<file path="config.mk">
export PLATFORM = sky130hd
export DESIGN_NAME = spi_xip_apb
export DESIGN_NICKNAME = d
export VERILOG_FILES = /design/src/rtl/spi_xip_pkg.sv /design/src/rtl/spi_xip_shifter.sv /design/src/rtl/spi_xip_apb.sv
export SDC_FILE = /design/constraint.sdc
export NUM_CORES = 1
export LEC_CHECK = 0
export CAP_MARGIN = 20
export CORE_MARGIN = 8
export CORE_UTILIZATION = 30
export CTS_BUF_LIST = sky130_fd_sc_hd__clkbuf_4
export DETAILED_ROUTE_END_ITERATION = 16
export HOLD_SLACK_MARGIN = 0.1
export PLACE_DENSITY = 0.5
export SYNTH_ARGS = -nofsm -noshare
export SYNTH_HDL_FRONTEND = slang
export SYNTH_SLANG_ARGS = --single-unit
</file>
<file path="constraint.sdc">
create_clock -name clock -period 16 [get_ports clock]
set_input_delay 2.4 -clock clock [delete_from_list [all_inputs] [get_ports clock]]
set_output_delay 2.4 -clock clock [all_outputs]
set_load 0.01 [all_outputs]
</file>
<file path="src/rtl/spi_xip_pkg.sv">
// Shared definitions for the SPI execute-in-place APB bridge: FSM state
// encoding, flash opcodes, default XIP window and small data helpers.
package spi_xip_pkg;

  typedef enum logic [2:0] {
    ST_IDLE  = 3'd0,
    ST_CMD   = 3'd1,
    ST_ADDR  = 3'd2,
    ST_DUMMY = 3'd3,
    ST_DATA  = 3'd4,
    ST_DONE  = 3'd5
  } xip_state_e;

  localparam logic [7:0]  OP_READ        = 8'h03;
  localparam logic [7:0]  OP_FAST_READ   = 8'h0B;
  localparam logic [31:0] DEF_FLASH_BASE = 32'h3000_0000;
  localparam logic [31:0] DEF_FLASH_END  = 32'h3fff_ffff;

  // Width of the shifter bit/divider counters and of the outgoing header.
  localparam int CNT_W = 16;
  localparam int TX_W  = 40;

  // Left-aligned outgoing header: opcode, then the word-aligned address
  // truncated to the configured number of address bytes. Anything shifted
  // past the header (dummy bits, data phase) goes out as zero.
  function automatic logic [TX_W-1:0] build_tx(input logic [7:0] cmd,
                                               input logic [31:0] addr,
                                               input int addr_bytes);
    logic [31:0] a;
    a = {addr[31:2], 2'b00};
    if (addr_bytes == 3) a = {a[23:0], 8'h00};
    return {cmd, a};
  endfunction

  // Flash bytes arrive MSB-first; the first byte belongs in bits [7:0].
  function automatic logic [31:0] swap_bytes(input logic [31:0] w);
    return {w[7:0], w[15:8], w[23:16], w[31:24]};
  endfunction

endpackage

</file>
<file path="src/rtl/spi_xip_shifter.sv">
// SPI mode-0 bit engine: generates SCK, shifts the header out MSB first,
// samples MISO on each rising SCK edge and pulses done once the last bit
// period has ended.
module spi_xip_shifter
  import spi_xip_pkg::*;
#(
  parameter int CLK_DIV = 1
) (
  input  logic             clock,
  input  logic             reset,
  input  logic             start,
  input  logic [CNT_W-1:0] bit_count,
  input  logic [TX_W-1:0]  tx_word,
  input  logic             miso,
  output logic             sck,
  output logic             mosi,
  output logic [31:0]      rx_word,
  output logic             done
);

  localparam logic [CNT_W-1:0] DIV_LAST = CNT_W'(CLK_DIV - 1);

  logic             busy;
  logic [CNT_W-1:0] div_cnt;
  logic [CNT_W-1:0] bits_left;
  logic [TX_W-1:0]  tx_sr;

  // Half-period timer, SCK toggling, MOSI update on falls, MISO sample on rises.
  always_ff @(posedge clock or posedge reset) begin
    if (reset) begin
      busy      <= 1'b0;
      sck       <= 1'b0;
      mosi      <= 1'b0;
      done      <= 1'b0;
      div_cnt   <= '0;
      bits_left <= '0;
      tx_sr     <= '0;
      rx_word   <= '0;
    end else begin
      done <= 1'b0;
      if (!busy) begin
        if (start) begin
          busy      <= 1'b1;
          sck       <= 1'b0;
          div_cnt   <= '0;
          bits_left <= bit_count;
          mosi      <= tx_word[TX_W-1];
          tx_sr     <= {tx_word[TX_W-2:0], 1'b0};
        end
      end else if (div_cnt != DIV_LAST) begin
        div_cnt <= div_cnt + CNT_W'(1);
      end else begin
        div_cnt <= '0;
        if (!sck) begin
          sck     <= 1'b1;
          rx_word <= {rx_word[30:0], miso};
        end else begin
          sck <= 1'b0;
          if (bits_left == CNT_W'(1)) begin
            busy <= 1'b0;
            done <= 1'b1;
            mosi <= 1'b0;
          end else begin
            bits_left <= bits_left - CNT_W'(1);
            mosi      <= tx_sr[TX_W-1];
            tx_sr     <= {tx_sr[TX_W-2:0], 1'b0};
          end
        end
      end
    end
  end

endmodule

</file>
<file path="src/rtl/spi_xip_apb.sv">
// APB slave that maps a memory window onto a SPI NOR flash read.
// Each in-window APB read issues opcode + address (+ dummy) and returns one
// 32-bit word; writes and out-of-window accesses get an immediate error.
// Optional macro SPI_XIP_WORD_CACHE_EN adds a one-word read buffer.
//
// Handshake: an access is in_psel & in_penable seen in IDLE. Errors answer
// combinationally in that same cycle; reads answer with a single-cycle
// in_pready in DONE, with in_prdata zero whenever in_pready is low. Once a
// transfer has started the APB inputs are ignored except that a dropped
// in_psel marks the result for discard.
module spi_xip_apb
  import spi_xip_pkg::*;
#(
  parameter logic [31:0] FLASH_BASE   = DEF_FLASH_BASE,
  parameter logic [31:0] FLASH_END    = DEF_FLASH_END,
  parameter int          SS_NUM       = 8,
  parameter int          SS_IDX       = 0,
  parameter int          CLK_DIV      = 1,
  parameter logic [7:0]  READ_CMD     = OP_READ,
  parameter int          ADDR_BYTES   = 3,
  parameter int          DUMMY_CYCLES = 0
) (
  input  logic              clock,
  input  logic              reset,
  input  logic [31:0]       in_paddr,
  input  logic              in_psel,
  input  logic              in_penable,
  input  logic [2:0]        in_pprot,
  input  logic              in_pwrite,
  input  logic [31:0]       in_pwdata,
  input  logic [3:0]        in_pstrb,
  output logic              in_pready,
  output logic [31:0]       in_prdata,
  output logic              in_pslverr,
  output logic              spi_sck,
  output logic [SS_NUM-1:0] spi_ss,
  output logic              spi_mosi,
  input  logic              spi_miso,
  output xip_state_e        dbg_state
);

  if (CLK_DIV < 1) begin : g_bad_clk_div
    $error("spi_xip_apb: CLK_DIV must be at least 1");
  end
  if (SS_IDX < 0 || SS_IDX >= SS_NUM) begin : g_bad_ss_idx
    $error("spi_xip_apb: SS_IDX must be within 0..SS_NUM-1");
  end
  if (ADDR_BYTES != 3 && ADDR_BYTES != 4) begin : g_bad_addr_bytes
    $error("spi_xip_apb: ADDR_BYTES must be 3 or 4");
  end

  localparam logic [CNT_W-1:0] TOTAL_BITS = CNT_W'(40 + 8 * ADDR_BYTES + DUMMY_CYCLES);
  localparam logic [CNT_W-1:0] CMD_LAST   = CNT_W'(7);
  localparam logic [CNT_W-1:0] ADDR_LAST  = CNT_W'(8 * ADDR_BYTES - 1);
  localparam logic [CNT_W-1:0] DUMMY_LAST = CNT_W'(DUMMY_CYCLES - 1);

  xip_state_e       state;
  logic             ss_active;
  logic             pready_q;
  logic [31:0]      data_q;
  logic             abort;
  logic [CNT_W-1:0] phase_cnt;
  logic             sck_q;

  logic             access, in_window, rd_req, err_req, hit, start;
  logic             sck_fall, deliver, shift_done;
  logic [31:0]      rx_word, hit_data;

  logic unused_inputs;
  assign unused_inputs = ^{in_pprot, in_pwdata, in_pstrb};

  assign access    = in_psel & in_penable;
  assign in_window = (in_paddr >= FLASH_BASE) && (in_paddr <= FLASH_END);
  assign rd_req    = (state == ST_IDLE) & access & ~in_pwrite & in_window;
  assign err_req   = (state == ST_IDLE) & access & (in_pwrite | ~in_window) & ~reset;
  assign start     = rd_req & ~hit;
  assign sck_fall  = sck_q & ~spi_sck;
  assign deliver   = in_psel & ~abort;

`ifdef SPI_XIP_WORD_CACHE_EN
  logic        cache_valid;
  logic [29:0] cache_tag;
  logic [29:0] pend_tag;
  logic [31:0] cache_data;

  assign hit      = rd_req & cache_valid & (cache_tag == in_paddr[31:2]);
  assign hit_data = cache_data;

  // Remember the tag of the read in flight and refill the buffer on delivery.
  always_ff @(posedge clock or posedge reset) begin
    if (reset) begin
      cache_valid <= 1'b0;
      cache_tag   <= '0;
      pend_tag    <= '0;
      cache_data  <= '0;
    end else begin
      if (start) pend_tag <= in_paddr[31:2];
      if (state == ST_DATA && shift_done && deliver) begin
        cache_valid <= 1'b1;
        cache_tag   <= pend_tag;
        cache_data  <= swap_bytes(rx_word);
      end
    end
  end
`else
  assign hit      = 1'b0;
  assign hit_data = '0;
`endif

  spi_xip_shifter #(
    .CLK_DIV(CLK_DIV)
  ) u_shifter (
    .clock    (clock),
    .reset    (reset),
    .start    (start),
    .bit_count(TOTAL_BITS),
    .tx_word  (build_tx(READ_CMD, in_paddr, ADDR_BYTES)),
    .miso     (spi_miso),
    .sck      (spi_sck),
    .mosi     (spi_mosi),
    .rx_word  (rx_word),
    .done     (shift_done)
  );

  // Transaction FSM: tracks the phase by counting SCK falls, owns slave
  // select and the registered read response.
  always_ff @(posedge clock or posedge reset) begin
    if (reset) begin
      state     <= ST_IDLE;
      ss_active <= 1'b0;
      pready_q  <= 1'b0;
      data_q    <= '0;
      abort     <= 1'b0;
      phase_cnt <= '0;
      sck_q     <= 1'b0;
    end else begin
      sck_q <= spi_sck;
      if (state inside {ST_CMD, ST_ADDR, ST_DUMMY, ST_DATA} && !in_psel) abort <= 1'b1;
      case (state)
        ST_IDLE: begin
          if (hit) begin
            state    <= ST_DONE;
            pready_q <= 1'b1;
            data_q   <= hit_data;
          end else if (start) begin
            state     <= ST_CMD;
            ss_active <= 1'b1;
            abort     <= 1'b0;
            phase_cnt <= '0;
          end
        end
        ST_CMD: begin
          if (sck_fall) begin
            if (phase_cnt == CMD_LAST) begin
              state     <= ST_ADDR;
              phase_cnt <= '0;
            end else begin
              phase_cnt <= phase_cnt + CNT_W'(1);
            end
          end
        end
        ST_ADDR: begin
          if (sck_fall) begin
            if (phase_cnt == ADDR_LAST) begin
              state     <= (DUMMY_CYCLES > 0) ? ST_DUMMY : ST_DATA;
              phase_cnt <= '0;
            end else begin
              phase_cnt <= phase_cnt + CNT_W'(1);
            end
          end
        end
        ST_DUMMY: begin
          if (sck_fall) begin
            if (phase_cnt == DUMMY_LAST) begin
              state     <= ST_DATA;
              phase_cnt <= '0;
            end else begin
              phase_cnt <= phase_cnt + CNT_W'(1);
            end
          end
        end
        ST_DATA: begin
          if (shift_done) begin
            ss_active <= 1'b0;
            phase_cnt <= '0;
            if (deliver) begin
              state    <= ST_DONE;
              pready_q <= 1'b1;
              data_q   <= swap_bytes(rx_word);
            end else begin
              state <= ST_IDLE;
            end
          end
        end
        ST_DONE: begin
          state    <= ST_IDLE;
          pready_q <= 1'b0;
          data_q   <= '0;
        end
        default: state <= ST_IDLE;
      endcase
    end
  end

  assign in_pready  = pready_q | err_req;
  assign in_pslverr = err_req;
  assign in_prdata  = data_q;
  assign spi_ss     = ss_active ? ~(SS_NUM'(1) << SS_IDX) : '1;
  assign dbg_state  = state;

endmodule
</file>
==> flow_summary.toml <==
[die]
rows = 57
die_w_um = 171
die_h_um = 171
die_area_sq_mm = 0.0293
io_pins = 124
core_sq_mm = 0.0240
initial_core_util_pct = 30.2

[cts]
numClockSinks = 152
h-tree-depth = 4
postCtsSetupBuffers = 0
cts_tree = "yes"
cts-root-buf = "clkbuf_4"
cts_max_path_buffers = 2
clk_latency_ns = 0.57
cts_made_buffers = 17
hold_buffers = 0
clk_pin_slew_ns = 0.13
cts_resized = 0

[global_route]
first_global_vias = 5590
grt_pass1_wl_mm = 29.8
antenna_found_initial = 1
grt_start_max_net_pins = 70
grt_overflow_total = 0
track_usage_pct = 12.6

[detailed_routing]
wl_met3_um = 722
drtAntennaViolNets = 0
highest_layer = "met4"
via_count = 5481
vias_per_cell = 4.85
wl_met2_mm = 7.95
drtIter0Drc = 369
routed_wl_mm = 17.5
drtPass1Iterations = 4
wl_met1_mm = 8.64
drc = 0
wire_per_inst_um = 15.5

[sta]
fin_worst_skew_ns = 0.0251
period_needed_ns = 6.59
max_slew_margin_pct = 31.6
tightest_slew_ns = 1.02
fmax_ghz = 0.152
min_period_over_period_pct = 41.2
finalSetupViolations = 0
slew_viol_final = 0
rsz0062_at_grt = "no"
finalHoldViolCount = 0
finalSetupTns_ns = 0

[yosys]
ys_ff_latch = 152
synth_common_cells = "dfrtp_1 (152), nand2_1 (147), nor2_1 (50)"
syn_area_sq_mm = 0.00723
synth_xor_area_share_pct = 0.606
synth_edf_count = 0
yosys_warnings = 0
synth.area.mux_share_pct = 4.21
ys_top_cells_by_area = "dfrtp_1 (53%), nand2_1 (7.6%), a22o_1 (3.9%), mux2i_1 (3.7%), a21oi_1 (2.8%)"
netlist_instances = 737
synthSimpleGateAreaFrac_pct = 21.8
synthArstFlopShare_pct = 100
synth_most_common_cell = "dfrtp_1"
synth_cell_types = 69
synthFlopType = "dfrtp_1"
yosysSeqAreaShare_pct = 52.6
avgSynthCellArea_sq_um = 9.81
synth_top_family_by_area = "simple AND/OR/NAND/NOR gates"
synth-adder-area-share_pct = 0.866
synth-compound-area-share_pct = 15.1
yosysTopAreaCellShare_pct = 52.6
yosys.area.top_type = "dfrtp_1"

[placement]
io_buffer_count = 71
dpl.hpwl_mm = 11.5
place.gp.congestion = 0.766
dpl-instance-area_sq_mm = 0.00821

[critical_path]
worstPathRequired_ns = 13.60
critPathBufInv = 3
r2r-end = "u_shifter.bits_left[6]$_DFFE_PP0P_"
crit_chain = "clkdlybuf4s50_1, inv_6, nand3_1, a31oi_1, or2_2, clkdlybuf4s50_1"
crit_family = "buffers and inverters"
start_kind = "primary input"
r2r-start = "u_shifter.bits_left[4]$_DFFE_PP0P_"
crit_path_top_delay_cell = "clkdlybuf4s50_1"
crit_type = "primary input to primary output"
cpPeakStageDelay_ns = 0.52
crit_arrival_ns = 4.19
crit_path_frequent_cell = "clkdlybuf4s50_1"
r2r_cells = 5
ff2ff_setup_slack_ns = 13.05
path_max_fanout = 37
crit_path_end_kind = "primary output"

[hold_path]
min_from = "u_shifter.tx_sr[39]$_DFFE_PP0P_"
min_path_cells = 2
hold-path-endpoint = "u_shifter.tx_sr[39]$_DFFE_PP0P_"
hold_class = "flop to flop"

[final_layout]
syn_to_final_growth_pct = 18.1
drive_above_1_share_pct = 8.21
final_area_sq_mm = 0.00854
nets = 873

[pwr]
ir_drop_uv = 38.8
p_leak_uw = 0.00382
p_per_area_mw_per_mm2 = 78.6

[run]
cap_violations = 0

[status]
status = "completed"
[power by group]
| part | leakage, uW | switching, uW | internal (uW) |
|---|---|---|---|
| Clock | 0.000174 | 171 | 89.8 |
| Combinational | 0.00179 | 12.2 | 9.47 |
| Sequential | 0.00186 | 1.46 | 387 |
| Total | 0.00382 | 185 | 486 |
[registers in the layout (all words and copies together) (netlist names)]
| register | count |
|---|---|
| pready_q | 1 |
| u_shifter.done | 1 |
| u_shifter.rx_word | 32 |
| u_shifter.mosi | 1 |
| u_shifter.sck | 1 |
| in_prdata | 32 |
| sck_q | 1 |
| u_shifter.div_cnt | 16 |
| u_shifter.bits_left | 16 |
| dbg_state | 3 |
| u_shifter.tx_sr | 29 |
| ss_active | 1 |
| phase_cnt | 16 |
| u_shifter.busy | 1 |
| abort | 1 |
[through the flow]
stage | instances | util [%] | hold WS [ns] | total power, uW | setup slack, ns
final | 1129 | 35.6 | 0.493 | 671 | 9.41
after CTS | 1128 | 35.6 | 0.496 | 683 | 9.39
after detailed placement | 1096 | 34.3 | 0.463 | 418 | 9.40
after global placement | 1096 | 34.3 | 0.453 | 418 | 9.39
after floorplan | 743 | - | 0.433 | 407 | 7.24
after global routing | 1129 | 35.6 | 0.519 | 700 | 9.25
[tightest hold or removal path: stages, from the launching register on]
cell	delay, ns
dfrtp_1	0.37
nand2_1	0.05
nand2_1	0.05
[cells by family after synthesis]
| logic type | Yosys count |
|---|---|
| adder cells (fa/ha/maj) | 5 |
| XOR/XNOR | 5 |
| flip-flops | 152 |
| AND/OR/NAND/NOR | 314 |
| multiplexers | 30 |
| buffers and inverters | 70 |
| other | 1 |
| AO/OA/AOI/OAI | 160 |
[per-layer routing]
metal | GRT usage (%) | up-vias
met1 | 17.1 | 2650
met3 | 3.19 | 14
met4 | 3.82 | 0
met2 | 19.4 | 95
met5 | 0 | -
li1 | - | 2722
[cells in the final DEF (no fill, tap or decap), drive strengths merged, types with 3 or more instances in the layout]
master	netlist	routed
a21o	9	9
a21oi	42	42
a22o	32	32
a31oi	8	8
and3	10	10
and4	7	7
buf	27	9
clkbuf	24	17
clkdlybuf4s50	0	71
clkinv	0	6
conb	1	7
dfrtp	152	152
ha	5	5
inv	19	27
mux2	3	3
mux2i	27	27
nand2	147	147
nand2b	4	4
nand3	24	24
nand4	12	12
nor2	51	51
nor3	15	15
nor3b	3	3
nor4	9	9
nor4b	6	6
o2111ai	4	4
o211ai	7	7
o21ai	36	36
o31ai	3	3
or3	12	12
xor2	5	5
[worst max path at each step]
| stage | to | start | cells after the start | slack, ns |
|---|---|---|---|---|
| 3_3_place_gp | in_pready | reset | 6 | 9.39 |
| 5_1_grt | in_pready | reset | 6 | 9.25 |
| 3_5_place_dp | in_pready | reset | 6 | 9.40 |
| 2_1_floorplan | in_pready | reset | 4 | 7.24 |
| 6_report | in_pready | reset | 6 | 9.41 |
| 4_1_cts | in_pready | reset | 6 | 9.39 |
[area by class of cell]
type / instances / area [sq um]
tap: 324 / 405
antenna: 1 / 2.50
sequential: 152 / 3800
clock inverter: 15 / 198
clock buffer: 17 / 128
fill: 2478 / 15400
timing repair buffer: 80 / 778
inverter: 19 / 76.3
multi-input combinational: 521 / 3150
Note: power is estimated with default switching activity, not from simulation.
